**config.mk**
```make
export PLATFORM = sky130hd
export DESIGN_NAME = reg_share_arbiter_flat
export DESIGN_NICKNAME = d
export VERILOG_FILES = /design/src/rtl/reg_share_arbiter_if.sv /design/src/rtl/reg_share_arbiter.sv /design/src/flat_wrapper.sv
export SDC_FILE = /design/constraint.sdc
export NUM_CORES = 1
export LEC_CHECK = 0
export ABC_CLOCK_PERIOD_IN_PS = 6600
export BUFFER_PORTS_ARGS = -buffer_cell sky130_fd_sc_hd__buf_4
export CORE_MARGIN = 2
export CORE_UTILIZATION = 33
export DETAILED_ROUTE_END_ITERATION = 10
export PLACE_DENSITY_LB_ADDON = 0.12
export REMOVE_ABC_BUFFERS = 1
export SLEW_MARGIN = 10
export SYNTH_ARGS = -nofsm -noshare
export SYNTH_HDL_FRONTEND = slang
export SYNTH_SLANG_ARGS = --single-unit
export TNS_END_PERCENT = 20
```
**constraint.sdc**
```tcl
create_clock -name i_clk -period 6.6 [get_ports i_clk]
set_input_delay 0.66 -clock i_clk [delete_from_list [all_inputs] [get_ports i_clk]]
set_output_delay 0.66 -clock i_clk [all_outputs]
set_load 0.02 [all_outputs]
```
**src/rtl/reg_share_arbiter_if.sv**
```systemverilog
// Request/grant and shared-register bus between N_REQ producers and the arbiter.
// The master side is the producer/consumer group; the slave side is reg_share_arbiter.
interface reg_share_arbiter_if #(
  parameter int WIDTH = 8,
  parameter int N_REQ = 4
);
  localparam int IDW = (N_REQ > 1) ? $clog2(N_REQ) : 1;

  logic [N_REQ-1:0]       i_valid;
  logic [N_REQ*WIDTH-1:0] i_data;
  logic                   i_clear;
  logic [N_REQ-1:0]       o_ready;
  logic [WIDTH-1:0]       o_q;
  logic                   o_q_valid;
  logic [IDW-1:0]         o_owner;
  logic                   o_busy;

  modport master (
    output i_valid, i_data, i_clear,
    input  o_ready, o_q, o_q_valid, o_owner, o_busy
  );

  modport slave (
    input  i_valid, i_data, i_clear,
    output o_ready, o_q, o_q_valid, o_owner, o_busy
  );
endinterface

```
**src/rtl/reg_share_arbiter.sv**
```systemverilog
// Round-robin arbiter sharing one registered WIDTH-bit datapath among N_REQ requesters,
// with a programmable hold window after every load before the next grant.
module reg_share_arbiter #(
  parameter int WIDTH       = 8,
  parameter int N_REQ       = 4,
  parameter int HOLD_CYCLES = 2
) (
  input logic           i_clk,
  input logic           i_rst_n,
  reg_share_arbiter_if.slave bus
);
  localparam int IDW = (N_REQ > 1) ? $clog2(N_REQ) : 1;
  localparam int CW  = (HOLD_CYCLES > 1) ? $clog2(HOLD_CYCLES + 1) : 1;

  typedef enum logic {IDLE, HOLD} state_t;

  state_t           state;
  logic [CW-1:0]    hold_cnt;
  logic [IDW-1:0]   ptr;
  logic [WIDTH-1:0] q;
  logic             q_valid;
  logic [IDW-1:0]   owner;
  logic             busy;

  logic [N_REQ-1:0] grant;
  logic [IDW-1:0]   grant_id;
  logic [WIDTH-1:0] grant_data;
  logic             found;
  logic [IDW-1:0]   next_ptr;

  // NOTE: every output of a combinational block gets a default first, otherwise paths that skip an assignment infer latches.
  always_comb begin
    grant      = '0;
    grant_id   = '0;
    grant_data = '0;
    found      = 1'b0;
    if (state == IDLE && !bus.i_clear) begin
      for (int i = 0; i < N_REQ; i++) begin
        automatic int idx = (int'(ptr) + i) % N_REQ;
        if (!found && bus.i_valid[idx]) begin
          found      = 1'b1;
          grant[idx] = 1'b1;
          grant_id   = IDW'(idx);
          grant_data = bus.i_data[idx*WIDTH +: WIDTH];
        end
      end
    end
  end

  assign next_ptr = (grant_id == IDW'(N_REQ - 1)) ? '0 : grant_id + 1'b1;

  // Reset leaves the FSM in IDLE, so the search result must be masked while reset is held.
  assign bus.o_ready   = i_rst_n ? grant : '0;
  assign bus.o_q       = q;
  assign bus.o_q_valid = q_valid;
  assign bus.o_owner   = owner;
  assign bus.o_busy    = busy;

  // NOTE: sequential state uses non-blocking assignments so every register samples pre-edge values.
  always_ff @(posedge i_clk or negedge i_rst_n) begin
    if (!i_rst_n) begin
      state    <= IDLE;
      hold_cnt <= '0;
      ptr      <= '0;
      q        <= '0;
      q_valid  <= 1'b0;
      owner    <= '0;
      busy     <= 1'b0;
    end else if (bus.i_clear) begin
      // Clear drops the data and the hold window but keeps fairness history (ptr, owner).
      state    <= IDLE;
      hold_cnt <= '0;
      q        <= '0;
      q_valid  <= 1'b0;
      busy     <= 1'b0;
    end else begin
      q_valid <= 1'b0;
      case (state)
        IDLE: begin
          if (found) begin
            q       <= grant_data;
            owner   <= grant_id;
            q_valid <= 1'b1;
            ptr     <= next_ptr;
            if (HOLD_CYCLES > 0) begin
              state    <= HOLD;
              hold_cnt <= CW'(HOLD_CYCLES);
              busy     <= 1'b1;
            end
          end
        end
        HOLD: begin
          if (hold_cnt == CW'(1)) begin
            state    <= IDLE;
            hold_cnt <= '0;
            busy     <= 1'b0;
          end else begin
            hold_cnt <= hold_cnt - 1'b1;
          end
        end
        default: state <= IDLE;
      endcase
    end
  end
endmodule

```
**src/flat_wrapper.sv**
```systemverilog
// flat-port wrapper written by rule: the top's interface ports become plain ports
module reg_share_arbiter_flat 
#(
  parameter int WIDTH       = 8,
  parameter int N_REQ       = 4,
  parameter int HOLD_CYCLES = 2
)
  (i_clk, i_rst_n, bus_i_valid, bus_i_data, bus_i_clear, bus_o_ready, bus_o_q, bus_o_q_valid, bus_o_owner, bus_o_busy);
  reg_share_arbiter_if #(.WIDTH(WIDTH), .N_REQ(N_REQ)) bus_i ();
  input logic i_clk;
  input logic i_rst_n;
  input wire logic [$bits(bus_i.i_valid)-1:0] bus_i_valid;
  input wire logic [$bits(bus_i.i_data)-1:0] bus_i_data;
  input wire logic [$bits(bus_i.i_clear)-1:0] bus_i_clear;
  output wire logic [$bits(bus_i.o_ready)-1:0] bus_o_ready;
  output wire logic [$bits(bus_i.o_q)-1:0] bus_o_q;
  output wire logic [$bits(bus_i.o_q_valid)-1:0] bus_o_q_valid;
  output wire logic [$bits(bus_i.o_owner)-1:0] bus_o_owner;
  output wire logic [$bits(bus_i.o_busy)-1:0] bus_o_busy;
  assign bus_i.i_valid = bus_i_valid;
  assign bus_i.i_data = bus_i_data;
  assign bus_i.i_clear = bus_i_clear;
  assign bus_o_ready = bus_i.o_ready;
  assign bus_o_q = bus_i.o_q;
  assign bus_o_q_valid = bus_i.o_q_valid;
  assign bus_o_owner = bus_i.o_owner;
  assign bus_o_busy = bus_i.o_busy;
  reg_share_arbiter #(.WIDTH(WIDTH), .N_REQ(N_REQ), .HOLD_CYCLES(HOLD_CYCLES)) u_core (.i_clk(i_clk), .i_rst_n(i_rst_n), .bus(bus_i));
endmodule
```
# Word level (Yosys, flattened, before mapping)
# Index checks and enable logic that the tools add are counted.
# classes
shifts	4
bitwise_logic	8
add_sub_neg	5
eq_ne	5
n_mux	64
reduce_logical	19
n_lt_le_gt_ge	8
# ops
operator	n
$shiftx 32x6->8	4
$mux 8	8
$mux 4	9
$mux 1	27
$mux 2	9
$lt 3x4->1 const B	3
$or 4x4->4	3
$ge 3x1->1 const B	3
$bmux 1 s2	4
$demux 1 s2	4
$logic_and 1x1->1	8
$reduce_or 2->1	3
$add 2x1->2 const B	2
$add 2x2->2 const B	2
$logic_not 1->1	4
$pmux 1 s2	2
$pmux 2 s2	1
$reduce_and 2->1	2
$and 1x1->1 const A	3
$lt 2x3->1 const B	1
$ne 3x2->1 const B	1
$ne 3x3->1 const B	1
$reduce_and 3->1	1
$eq 2x1->1 const B	1
other kinds (6)	7
# totals
regBits	17
output_inout_bits	16
wordCells	120
inputBits	39

# Depth between registers and ports, before layout
# depth
depth_word	20
depth_mapped	12
mapped_depth_nobuf	8

# Worst setup path before layout
# No wires, ideal clock.
# synth_timing
path_kind	flip-flop to output port
from	register u_core.ptr[1]
to	output port bus_o_ready[3]
setup_slack_ns	2.677
n_path_buf	4
path_stages_with_launch	12
t_required_ns	5.940
t_arrival_ns	3.263
cell_sequence	dfrtp_1 > clkbuf_1 > clkbuf_1 > clkbuf_1 > inv_1 > ha_1 > mux4_2 > or3_4 > nor2_4 > buf_4 > nand2_1 > a21oi_1
# synth_between
elab_chain_cells	17
word_cells_on_any_way	64
cone_classes	add/sub: 3; order compare: 8; mux: 34; bitwise: 6; reduce/logical: 13
# synth_rtl
item	line_no	text
start: declaration	reg_share_arbiter.sv:19	logic [IDW-1:0] ptr;
start signal: assignment	reg_share_arbiter.sv:84	ptr <= next_ptr;
$add 2x1->2 / $bmux 1 s2 (equally long branches)	reg_share_arbiter.sv:39, reg_share_arbiter.sv:40	
$reduce_or 2->1 (no source line) / $mux 1 (equally long branches)	-	
$and 1x1->1 (no source line) / $mux 1 (equally long branches)	-	
$lt 3x4->1 (not written as such), or another cell as far along	reg_share_arbiter.sv:42	grant[idx] = 1'b1;
$logic_and 1x1->1 (not written as such) / $logic_not 1->1 (equally long branches)	reg_share_arbiter.sv:42, reg_share_arbiter.sv:40	
$mux 1 (not written as such) / $logic_and 1x1->1 (equally long branches)	reg_share_arbiter.sv:42, reg_share_arbiter.sv:40	
$demux 1 s2 / $mux 1 (equally long branches)	-	
$or 4x4->4 (no source line) / $mux 1 (equally long branches)	-	
$mux 4 / $logic_not 1->1 (equally long branches)	reg_share_arbiter.sv:40	if (!found && bus.i_valid[idx]) begin
$mux 4 / $logic_and 1x1->1 (equally long branches)	reg_share_arbiter.sv:37, reg_share_arbiter.sv:40	
$or 4x4->4 (no source line) / $mux 1 (equally long branches)	-	
$mux 4 / $mux 1 (equally long branches)	reg_share_arbiter.sv:40, reg_share_arbiter.sv:37	
$mux 4 / $logic_not 1->1 (equally long branches)	reg_share_arbiter.sv:37, reg_share_arbiter.sv:40	
$or 4x4->4 (no source line) / $logic_and 1x1->1 (equally long branches)	-	
$mux 4 (*)	reg_share_arbiter.sv:40	
$mux 4 (*)	reg_share_arbiter.sv:37	if (state == IDLE && !bus.i_clear) begin
$mux 4 (*)	reg_share_arbiter.sv:53	assign bus.o_ready = i_rst_n ? grant : '0;
end: declaration	flat_wrapper.sv:15	output wire logic [$bits(bus_i.o_ready)-1:0] bus_o_ready;
# Mark *: on every way between the ends. The rest lies on a longest branch, timed or not. The select of a mux whose other input is x is not followed.

# Worst setup path in the final report
# layout_timing
from	register u_core.ptr[0]
to	output port bus_o_ready[1]
# The elaborated chain is that of the path after synthesis.

==> impl_metrics.csv <==
group,metric,value,unit
status,outcome,"complete, no violations",
power,power,1.19,mW
yosys,seq_area_frac_synth,0.203,
worst_setup_path,worst_ep_arrival_time,3.72,ns
timing,rsz0062_at_grt,"false",
yosys,yosysTopAreaCellShare,0.365,
timing,worst_pin_slew,0.846,ns
floorplan,dieArea,0.00701,mm²
drt,drc,0,
grt,grt_max_degree,49,
grt,antenna_found_initial,0,
power,power.share.clock,0.065,
clock_tree,cts_buffers,3,
grt,grt_first_pass_wirelength,8.91,mm
drt,drt_pre_antenna_iters,4,
power,seq_power_share,0.143,
floorplan,start_util,0.336,
worst_setup_path,cp_slowest_cell,"nor2b_1",
finish,fin_nets,285,
finish,utilization,0.415,
power,p_int,0.630,mW
finish,antenna_cells,0,
clock_tree,clkLatencyLatePin,0.25,ns
clock_tree,cts_max_level,1,
clock_tree,cts_resized,0,
grt,grt.overflow.total,0,
placed_design,io_buffers,54,
worst_setup_path,start_kind,"register",
power,p_sw,0.556,mW
run,cap_violations,0,
timing,max_slew_margin,0.435,
timing,skew,0.00213,ns
finish,syn_to_final_growth,23.6,%
floorplan,design.core.area,0.00624,mm²
min_path,hp-class,"input port to async pin",
timing,timing.fmax,0.228,GHz
yosys,synth_edf_count,0,
drt,via_per_inst,5.85,
yosys,synth_top_area_cell,"mux4_2",
placed_design,placedInstanceArea,0.00255,mm²
worst_setup_path,path_class,"register to output pin",
worst_setup_path,cp.buffers_inverters,3,
yosys,synth.avg_cell_area,10.9,µm²
worst_setup_path,worst_ep_required_time,5.94,ns
drt,drtAntennaViolNets,0,
finish,fin_area,0.00259,mm²
placed_design,dp_hpwl,3.96,mm
worst_setup_path,end_kind,"output pin",
placed_design,gp_congestion,0.796,
yosys,ys_seq_elements,17,
drt,vias,1843,
finish,drive_above_1_share,0.445,
worst_setup_path,path_cells,"buf_4 > inv_1 > ha_1 > mux4_2 > nor2b_1 > a221o_1 > o21ai_0 > a21oi_1 > buf_4",
power,ir_drop,0.198,mV
yosys,ys.flop_type,"dfrtp_1",
power,power_density,457,mW/mm²
timing,finalHoldViolations,0,
timing,fin_setup_tns,0,ns
timing,setup_viol,0,
floorplan,ioPinCount,55,
grt,grt_pass1_vias,1758,
power,leakagePower,1.07,nW
yosys,netlist_instances,193,
floorplan,die_w,83.7,µm
clock_tree,post-cts-setup-buffer-count,0,
yosys,ys_warn_count,0,
clock_tree,root_buffer,"clkbuf_8",
clock_tree,cts_sinks,17,
grt,grt_usage,0.154,
worst_setup_path,crit_top_cell,"buf_4",
floorplan,core.rowCount,29,
drt,routed_wl,5.37,mm
yosys,ys_top_cells_by_area,"mux4_2, dfrtp_1, ha_1, nand2_1, a221oi_1",
timing,finalCritPeriodShare,0.663,
timing,min_period,4.38,ns
clock_tree,tritoncts,"built",
drt,wire_per_inst,17.0,µm
floorplan,die_h,83.7,µm
yosys,async_flop_share,1.00,
worst_setup_path,crit_fanout,48,
yosys,synth_common_cells,"mux4_2, nand2_1, dfrtp_1, nor2_1, a21oi_1",
clock_tree,clockBufferDepth,2,
yosys,netlist_area,0.00210,mm²
power,swShare,0.469,
clock_tree,postCtsHoldBufs,0,
timing,slew_viol_final,0,
power,p_comb_frac,0.792,
yosys,synthMostInstantiatedCell,"mux4_2",
drt,first_iter_violations,84,
timing,hold_ws,0.266,ns
clock_tree,clk_pin_slew,0.07,ns
worst_setup_path,cpPeakStageDelay,0.72,ns
yosys,synth_cell_type_count,39,
worst_setup_path,path_delay_family,"buffers and inverters",
-- cell usage in the layout, fill, tap and decap left out, types with 2 or more instances in the layout --
master | netlist | layout
a211oi_1 | 2 | 2
a21oi_1 | 10 | 10
a221o_1 | 5 | 5
a221oi_1 | 7 | 7
a22o_1 | 7 | 7
a22oi_1 | 3 | 3
a32o_1 | 3 | 3
buf_4 | 1 | 57
clkbuf_8 | 0 | 3
dfrtp_1 | 17 | 16
ha_1 | 7 | 7
inv_1 | 6 | 6
mux2_2 | 2 | 2
mux4_2 | 34 | 34
nand2_1 | 20 | 20
nand2b_1 | 4 | 4
nand3_1 | 3 | 3
nor2_1 | 12 | 12
nor2_4 | 2 | 2
nor2b_1 | 3 | 3
o211ai_1 | 2 | 2
o21ai_0 | 8 | 8
o21ai_1 | 7 | 7
-- layer usage --
| layer | wire length [µm] | global-route usage | vias up |
|---|---|---|---|
| met5 | 0 | 0 | - |
| met4 | 15 | 0.0279 | 0 |
| met3 | 242 | 0.0208 | 2 |
| met2 | 2500 | 0.231 | 54 |
| met1 | 2610 | 0.240 | 915 |
| li1 | - | - | 872 |
-- sequential cells by signal, summed over array words and instances, names as in the netlist --
register and flops:
u_core.ptr 2, u_core.bus.o_q 8, u_core.hold_cnt 2, u_core.bus.o_busy 1, u_core.state 1, u_core.bus.o_owner 2
u_core.bus.o_q_valid 1
-- power groups by stage --
| stage | combinational, mW | clock, mW | sequential [mW] |
|---|---|---|---|
| after floorplan | 0.603 | 0 | 0.269 |
| after global placement | 0.948 | 0 | 0.172 |
| after detailed placement | 0.939 | 0 | 0.172 |
| after CTS | 0.940 | 0.0785 | 0.171 |
| after global routing | 1.02 | 0.0850 | 0.176 |
| final | 0.939 | 0.0773 | 0.170 |
-- worst paths after layout --
check | start | endpoint | slack [ns] | depth (start not counted)
min in group i_clk | u_core.bus.o_q[6]$_DFFE_PN0P_ | u_core.bus.o_q[6]$_DFFE_PN0P_ | 0.51 | 1
hold reg to reg | u_core.bus.o_q[6]$_DFFE_PN0P_ | u_core.bus.o_q[6]$_DFFE_PN0P_ | 0.51 | 1
setup / recovery | u_core.ptr[0]$_DFFE_PN0P_ | bus_o_ready[1] | 2.22 | 9
setup reg to reg | u_core.ptr[0]$_DFFE_PN0P_ | u_core.bus.o_q[7]$_DFFE_PN0P_ | 3.06 | 8
max in group asynchronous | i_rst_n | u_core.ptr[0]$_DFFE_PN0P_ | 6.13 | 1
hold / removal | i_rst_n | u_core.hold_cnt[0]$_DFFE_PN0P_ | 0.27 | 1
-- logic make-up (layout without fill, tap and decap cells) --
family / after synthesis / count (layout) / synth area share
and+or+nand+nor: 50 / 50 / 0.121
xor gates and xnor gates: 1 / 1 / 0.00417
buffers and inverters: 23 / 68 / 0.0495
DFF: 17 / 17 / 0.203
muxes: 37 / 37 / 0.380
AOI/OAI and AO/OA: 58 / 58 / 0.200
adders and majority gates: 7 / 7 / 0.0417
-- worst reg2reg max path, stage by stage (launching register included) --
cell and delay (ns):
dfrtp_2 0.34, buf_4 0.54, inv_1 0.33, ha_1 0.39, mux4_2 0.47, nor2b_1 0.72
a221oi_1 0.21, o21ai_1 0.31, a22o_1 0.17
-- metrics by stage --
step | setup slack [ns] | std cells
floorplan | 1.38 | 177
global placement | 2.56 | 311
detailed placement | 2.47 | 311
CTS | 2.20 | 315
global route | 1.87 | 315
finish | 2.22 | 315
-- area by class of cell --
| cell class | count | area [µm²] |
|---|---|---|
| clock inverters | 1 | 5.00 |
| fillers | 620 | 3650 |
| well taps | 77 | 96.3 |
| multi-input cells | 153 | 1570 |
| inverters | 7 | 26.3 |
| clock buffers | 3 | 41.3 |
| flip-flops and latches | 17 | 427 |
| repair buffers | 57 | 428 |
Note: power is estimated with default switching activity, not from simulation.
